[src/rtl/fb_write_arbiter_if.sv]
// fb_write_arbiter_if: requester beat channels, vram write port and status of the framebuffer write arbiter.
interface fb_write_arbiter_if #(
  parameter int unsigned ADDR_W = 20,
  parameter int unsigned DATA_W = 24
);
  logic              r0_valid, r0_ready, r0_last;
  logic [ADDR_W-1:0] r0_addr;
  logic [DATA_W-1:0] r0_data;
  logic              r1_valid, r1_ready, r1_last;
  logic [ADDR_W-1:0] r1_addr;
  logic [DATA_W-1:0] r1_data;
  logic              fb_we;
  logic [ADDR_W-1:0] fb_waddr;
  logic [DATA_W-1:0] fb_wdata;
  logic [1:0]        gnt;
  logic              err_oob, err_clr;
  modport slave (
    input  r0_valid, r0_addr, r0_data, r0_last, r1_valid, r1_addr, r1_data, r1_last, err_clr,
    output r0_ready, r1_ready, fb_we, fb_waddr, fb_wdata, gnt, err_oob
  );
  modport master (
    output r0_valid, r0_addr, r0_data, r0_last, r1_valid, r1_addr, r1_data, r1_last, err_clr,
    input  r0_ready, r1_ready, fb_we, fb_waddr, fb_wdata, gnt, err_oob
  );
endinterface

[src/rtl/fb_write_arbiter.sv]
// fb_write_arbiter: round-robin burst arbiter sharing the vram write port between CPU (r0) and DMA (r1).
module fb_write_arbiter #(
  parameter int unsigned WIDTH        = 1280,
  parameter int unsigned HEIGHT       = 720,
  parameter int unsigned ADDR_W       = 20,
  parameter int unsigned DATA_W       = 24,
  parameter int unsigned MAX_BURST    = 16,
  parameter int unsigned IDLE_TIMEOUT = 8
) (
  input logic clk,
  input logic rst,
  fb_write_arbiter_if.slave bus
);
  localparam int unsigned BW  = $clog2(MAX_BURST + 1);
  localparam int unsigned IW  = $clog2(IDLE_TIMEOUT + 1);
  localparam int unsigned PIX = WIDTH * HEIGHT;
  localparam logic [BW-1:0] BEAT_END = BW'(MAX_BURST - 1);
  localparam logic [IW-1:0] IDLE_END = IW'(IDLE_TIMEOUT - 1);
  // Encoding doubles as the one-hot gnt output.
  typedef enum logic [1:0] {IDLE = 2'b00, GNT0 = 2'b01, GNT1 = 2'b10} state_t;
  state_t            state_q, state_d;
  logic              last_gnt_q, fb_we_q, err_q;
  logic [BW-1:0]     beat_cnt_q;
  logic [IW-1:0]     idle_cnt_q;
  logic [ADDR_W-1:0] waddr_q, addr;
  logic [DATA_W-1:0] wdata_q, data;
  logic              sel1, granted, valid, last, acc, in_range, release_g, other_valid, entry;
  always_comb begin
    sel1        = state_q == GNT1;
    granted     = state_q != IDLE;
    valid       = sel1 ? bus.r1_valid : bus.r0_valid;
    last        = sel1 ? bus.r1_last : bus.r0_last;
    addr        = sel1 ? bus.r1_addr : bus.r0_addr;
    data        = sel1 ? bus.r1_data : bus.r0_data;
    other_valid = sel1 ? bus.r0_valid : bus.r1_valid;
    acc         = granted && valid;
    in_range    = 32'(addr) < PIX;
    release_g   = acc ? (last || beat_cnt_q == BEAT_END) : (granted && idle_cnt_q == IDLE_END);
  end
  always_ff @(posedge clk or negedge rst)
    if (!rst) state_q <= IDLE;
    else      state_q <= state_d;
  always_comb begin
    state_d = state_q;
    if (state_q == IDLE)
      state_d = (bus.r0_valid && bus.r1_valid) ? (last_gnt_q ? GNT0 : GNT1) :
                bus.r0_valid ? GNT0 : bus.r1_valid ? GNT1 : IDLE;
    else if (release_g)
      state_d = other_valid ? (sel1 ? GNT0 : GNT1) : IDLE;
  end
  always_comb begin
    bus.r0_ready = state_q == GNT0;
    bus.r1_ready = state_q == GNT1;
    bus.gnt      = state_q;
    bus.fb_we    = fb_we_q;
    bus.fb_waddr = waddr_q;
    bus.fb_wdata = wdata_q;
    bus.err_oob  = err_q;
  end
  assign entry = state_d != IDLE && state_d != state_q;
  always_ff @(posedge clk or negedge rst)
    if (!rst) begin
      last_gnt_q <= 1'b1;
      beat_cnt_q <= '0;
      idle_cnt_q <= '0;
      fb_we_q    <= 1'b0;
      waddr_q    <= '0;
      wdata_q    <= '0;
      err_q      <= 1'b0;
    end else begin
      last_gnt_q <= entry ? state_d == GNT1 : last_gnt_q;
      beat_cnt_q <= entry ? '0 : acc ? beat_cnt_q + 1'b1 : beat_cnt_q;
      idle_cnt_q <= (entry || acc) ? '0 : granted ? idle_cnt_q + 1'b1 : idle_cnt_q;
      fb_we_q    <= acc && in_range;
      waddr_q    <= acc ? addr : waddr_q;
      wdata_q    <= acc ? data : wdata_q;
      // A new out-of-range beat wins over a simultaneous clear.
      err_q      <= (acc && !in_range) || (err_q && !bus.err_clr);
    end
endmodule

[src/flat_wrapper.sv]
// flat-port wrapper written by rule: the top's interface ports become plain ports
module fb_write_arbiter_flat 
#(
  parameter int unsigned WIDTH        = 1280,
  parameter int unsigned HEIGHT       = 720,
  parameter int unsigned ADDR_W       = 20,
  parameter int unsigned DATA_W       = 24,
  parameter int unsigned MAX_BURST    = 16,
  parameter int unsigned IDLE_TIMEOUT = 8
)
  (clk, rst, bus_r0_valid, bus_r0_addr, bus_r0_data, bus_r0_last, bus_r1_valid, bus_r1_addr, bus_r1_data, bus_r1_last, bus_err_clr, bus_r0_ready, bus_r1_ready, bus_fb_we, bus_fb_waddr, bus_fb_wdata, bus_gnt, bus_err_oob);
  fb_write_arbiter_if #(.ADDR_W(ADDR_W), .DATA_W(DATA_W)) bus_i ();
  input logic clk;
  input logic rst;
  input wire logic [$bits(bus_i.r0_valid)-1:0] bus_r0_valid;
  input wire logic [$bits(bus_i.r0_addr)-1:0] bus_r0_addr;
  input wire logic [$bits(bus_i.r0_data)-1:0] bus_r0_data;
  input wire logic [$bits(bus_i.r0_last)-1:0] bus_r0_last;
  input wire logic [$bits(bus_i.r1_valid)-1:0] bus_r1_valid;
  input wire logic [$bits(bus_i.r1_addr)-1:0] bus_r1_addr;
  input wire logic [$bits(bus_i.r1_data)-1:0] bus_r1_data;
  input wire logic [$bits(bus_i.r1_last)-1:0] bus_r1_last;
  input wire logic [$bits(bus_i.err_clr)-1:0] bus_err_clr;
  output wire logic [$bits(bus_i.r0_ready)-1:0] bus_r0_ready;
  output wire logic [$bits(bus_i.r1_ready)-1:0] bus_r1_ready;
  output wire logic [$bits(bus_i.fb_we)-1:0] bus_fb_we;
  output wire logic [$bits(bus_i.fb_waddr)-1:0] bus_fb_waddr;
  output wire logic [$bits(bus_i.fb_wdata)-1:0] bus_fb_wdata;
  output wire logic [$bits(bus_i.gnt)-1:0] bus_gnt;
  output wire logic [$bits(bus_i.err_oob)-1:0] bus_err_oob;
  assign bus_i.r0_valid = bus_r0_valid;
  assign bus_i.r0_addr = bus_r0_addr;
  assign bus_i.r0_data = bus_r0_data;
  assign bus_i.r0_last = bus_r0_last;
  assign bus_i.r1_valid = bus_r1_valid;
  assign bus_i.r1_addr = bus_r1_addr;
  assign bus_i.r1_data = bus_r1_data;
  assign bus_i.r1_last = bus_r1_last;
  assign bus_i.err_clr = bus_err_clr;
  assign bus_r0_ready = bus_i.r0_ready;
  assign bus_r1_ready = bus_i.r1_ready;
  assign bus_fb_we = bus_i.fb_we;
  assign bus_fb_waddr = bus_i.fb_waddr;
  assign bus_fb_wdata = bus_i.fb_wdata;
  assign bus_gnt = bus_i.gnt;
  assign bus_err_oob = bus_i.err_oob;
  fb_write_arbiter #(.WIDTH(WIDTH), .HEIGHT(HEIGHT), .ADDR_W(ADDR_W), .DATA_W(DATA_W), .MAX_BURST(MAX_BURST), .IDLE_TIMEOUT(IDLE_TIMEOUT)) u_core (.clk(clk), .rst(rst), .bus(bus_i));
endmodule
[config.mk]
export PLATFORM = sky130hd
export DESIGN_NAME = fb_write_arbiter_flat
export DESIGN_NICKNAME = d
export VERILOG_FILES = /design/src/rtl/fb_write_arbiter_if.sv /design/src/rtl/fb_write_arbiter.sv /design/src/flat_wrapper.sv
export SDC_FILE = /design/constraint.sdc
export NUM_CORES = 1
export LEC_CHECK = 0
export BUFFER_PORTS_ARGS = -buffer_cell sky130_fd_sc_hd__clkbuf_2
export CORE_UTILIZATION = 45
export DETAILED_ROUTE_END_ITERATION = 7
export GPL_ROUTABILITY_DRIVEN = 1
export PLACE_DENSITY = 0.79
export SYNTH_ARGS = -nofsm -noshare
export SYNTH_HDL_FRONTEND = slang
export SYNTH_SLANG_ARGS = --single-unit
export TNS_END_PERCENT = 100
[constraint.sdc]
create_clock -name clk -period 2 [get_ports clk]
set_input_delay 0.1 -clock clk [delete_from_list [all_inputs] [get_ports clk]]
set_output_delay 0.1 -clock clk [all_outputs]
set_load 0.05 [all_outputs]
==> run_results.csv <==
group,metric,value,unit
job,drv_cap,0,
global_route,antenna_found_initial,0,
power,pwr-share-seq,27.5,%
placement,dp_cells,532,
yosys,synth-compound-area-share,14.0,%
power,swShare,53.2,%
clock_tree,htreeDepth,3,
route,drtIter0Drc,146,
yosys,synth_edf_count,0,
critical_path,reg2reg_from,"u_core.bus.gnt[1]",
worst_hold_path,hold_depth,3,
yosys,syn_area,0.00282,mm^2
yosys,yosys.area.top_type,"dfrtp_1",
critical_path,worst-path-buf-inv,1,
yosys,muxShareOfSynthArea,1.78,%
route,antenna_left,0,
route,drt-wirelength-per-cell,14.6,um
yosys,seq_area_frac_synth,51.6,%
yosys,synth_top_area_share,50.6,%
power,power.switching,0.00406,W
worst_hold_path,min_path_type,"in2reg",
worst_hold_path,hold_path_end,"u_core.bus.fb_wdata[19]",
yosys,synth_xor_area_share,1.87,%
outcome,status,"complete, no violations",
placement,numPortBuffers,144,
yosys,yosysMostFrequentCell,"nand2_1",
timing,worst_pin_slew,0.621,ns
floorplanning,ios,145,
global_route,grt_pass1_wl,13.1,mm
timing,slew_violations,0,
floorplanning,fp.dieW,81.1,um
critical_path,cpPeakStageDelay,0.49,ns
clock_tree,clk_latency,0.34,ns
global_route,grt_max_degree,96,
yosys,synth_top_family_by_area,"simple AND/OR/NAND/NOR gates",
floorplanning,num_rows,28,
layout,finalNonFillerCells,601,
worst_hold_path,min_from,"bus_r0_data[19]",
layout,final_nets,620,
clock_tree,clock-sinks,58,
clock_tree,cts_tree,"built",
critical_path,worstPathRequired,2.27,ns
yosys,syn_area_per_cell,8.56,um^2
yosys,synth_simple_gate_area_share,24.8,%
yosys,ys.flop_type,"dfrtp_1",
timing,worst_clock_skew,0.00997,ns
layout,area_growth,54.0,%
critical_path,critical_path_class,"reg2reg",
timing,fin_tns_setup,0,ns
route,drt-total-wl,8.76,mm
layout,layout-drive-gt1-share,33.1,%
layout,final_area,0.00434,mm^2
timing,slew_headroom,58.6,%
critical_path,rrSetupSlack,0.12,ns
critical_path,critPathTopFamily,"compound AO/OA/AOI/OAI gates",
timing,fin_crit,1.88,ns
power,power_density,1760,mW/mm^2
power,p_clk_share,14.8,%
floorplanning,die_area,0.00658,mm^2
critical_path,critical_path.startpoint_type,"flip-flop",
power,leakagePower,2.17,nW
timing,rsz0062_at_grt,"no",
critical_path,worstPathArrival,2.15,ns
clock_tree,cts_made_buffers,9,
layout,final_util,72.4,%
placement,post-dp-hpwl,5.41,mm
yosys,synth-seq-cells,58,
route,via_count,3132,
critical_path,cp_cell_sequence,"nand2b_2 > buf_4 > nand3_1 > a221oi_1 > a22o_1",
yosys,async_reset_ff_share,100,%
yosys,netlist_top_cells_count,"97 x nand2_1, 57 x dfrtp_1, 55 x nor2_1, 42 x a31oi_1, 12 x buf_2",
yosys,ys_warn_count,0,
global_route,grt_pass1_vias,2932,
layout,n_antenna_cell,0,
clock_tree,clk_transition_reported_paths,0.06,ns
power,combPwrFrac,57.7,%
timing,whs,0.00405,ns
critical_path,ff2ff_path_depth,5,
yosys,syn_nets,427,
layout,fillCellCount,454,
critical_path,cp-end-kind,"flip-flop",
placement,place_congestion,0.826,
floorplanning,die_h,81.1,um
route,first_pass_iters,4,
power,internal-power,0.00358,W
floorplanning,start_util,47.0,%
timing,min_period_over_period,94.0,%
critical_path,r2r_end,"u_core.bus.err_oob",
clock_tree,ctsRootBufferMaster,"clkbuf_8",
placement,place_area,0.00359,mm^2
timing,hold_viol_final,0,
floorplanning,core-area,0.00599,mm^2
yosys,synthAdderAreaFrac,1.33,%
yosys,syn_inst,329,
critical_path,cp_max_fo,14,
route,drc,0,
timing,fmax,0.532,GHz
yosys,synth.distinct_cells,39,
clock_tree,cts_buffer_depth,2,
global_route,globalRouteOverflowTotal,0,
critical_path,cp_slowest_cell,"dfrtp_1",
route,viasPerCell,5.21,
global_route,grt_usage,27.0,%
timing,finalSetupViolCount,0,
power,vdd_drop_max,0.00139,V
yosys,netlist_top_cells_area,"dfrtp_1 51%, nand2_1 13%, a31oi_1 9.3%",
==> worst reg2reg max path: stages (launching register included) <==
cell,delay [ns]
dfrtp_1,0.49
nand2b_2,0.35
buf_4,0.28
nand3_1,0.13
a221oi_1,0.40
a22o_1,0.18
==> logic make-up after synthesis <==
group,after synthesis
muxes,4
adders and majority gates,3
AOI/OAI and AO/OA,61
xor gates and xnor gates,6
and+or+nand+nor,170
DFF,58
buffers and inverters,27
==> worst max path at each step <==
stage                         start                 end  slack, ns  cells after the start
6_report          u_core.bus.gnt[1]  u_core.bus.err_oob       0.12                      5
5_1_grt        u_core.beat_cnt_q[0]   u_core.bus.gnt[0]      0.009                      7
4_1_cts           u_core.bus.gnt[1]        bus_r1_ready       0.01                      3
3_5_place_dp      u_core.bus.gnt[1]  u_core.bus.err_oob       0.05                      5
3_3_place_gp      u_core.bus.gnt[0]   u_core.bus.gnt[0]       0.15                      5
2_1_floorplan     u_core.bus.gnt[1]   u_core.bus.gnt[0]       0.07                      7
==> flip-flops by register name, summed over array words and instances (netlist names) <==
name,flops
u_core.beat_cnt_q,5
u_core.bus.err_oob,1
u_core.bus.fb_waddr,20
u_core.bus.fb_wdata,24
u_core.bus.fb_we,1
u_core.bus.gnt,2
u_core.idle_cnt_q,4
u_core.last_gnt_q,1
==> power groups by stage <==
| stage | Combinational [W] | Clock (W) | Sequential (W) |
|---|---|---|---|
| 2_1_floorplan | 0.00166 | 0 | 0.00374 |
| 3_3_place_gp | 0.00421 | 0 | 0.00208 |
| 3_5_place_dp | 0.00428 | 0 | 0.00211 |
| 4_1_cts | 0.00436 | 0.00114 | 0.00210 |
| 5_1_grt | 0.00472 | 0.00121 | 0.00217 |
| 6_report | 0.00441 | 0.00113 | 0.00210 |
==> metal layers <==
metal  track usage, %  part of all wire (%)  vias to the layer above
li1                 -                     -                     1498
met1             30.0                    41                     1454
met2             46.9                    50                      155
met3             8.65                   7.0                       25
met4             12.1                   2.4                        0
met5                0                     0                        -
==> stage by stage <==
| step | setup WS [ns] | total power, W |
|---|---|---|
| 2_1_floorplan | 0.0732 | 0.00540 |
| 3_3_place_gp | 0.147 | 0.00629 |
| 3_5_place_dp | 0.0536 | 0.00639 |
| 4_1_cts | 0.0114 | 0.00759 |
| 5_1_grt | 0.00880 | 0.00810 |
| 6_report | 0.119 | 0.00764 |
==> cell type report <==
type / instances / area (um^2) / area share (%)
flip-flops and latches: 58 / 1450 / 33.5
clock buffers: 13 / 169 / 3.89
inverters: 4 / 20.0 / 0.461
repair buffers: 205 / 1320 / 30.5
clock inverters: 2 / 35.0 / 0.808
well taps: 75 / 93.8 / 2.16
multi-input cells: 244 / 1240 / 28.7
==> repair_timing <==
action / CTS / global route
endpoints found under the hold margin: 56 / 3
endpoints found under the setup margin: 0 / 30
hold buffers: 50 / 3
resized for setup: 0 / 3
setup buffers: 0 / 1
==> layout by cell type (no fill, tap or decap), types with 2 or more instances in the layout <==
cell type      Yosys  routed
nand4_1            3       3
xnor2_1            2       2
nand3_1            5       5
o21ai_0            4       4
clkbuf_8           0      12
a21oi_1            4       4
or2_1              2       2
xor2_1             4       4
ha_1               3       3
buf_4              2       7
a211oi_1           2       2
a31oi_1           42      42
nor2_1            55      55
dfrtp_1           57      57
dlygate4sd3_1      0      53
mux2i_1            2       2
mux2_4             2       2
inv_1              3       3
clkbuf_2           0     144
nand2_1           97      97
No activity file was read; power rests on OpenSTA's default activity.
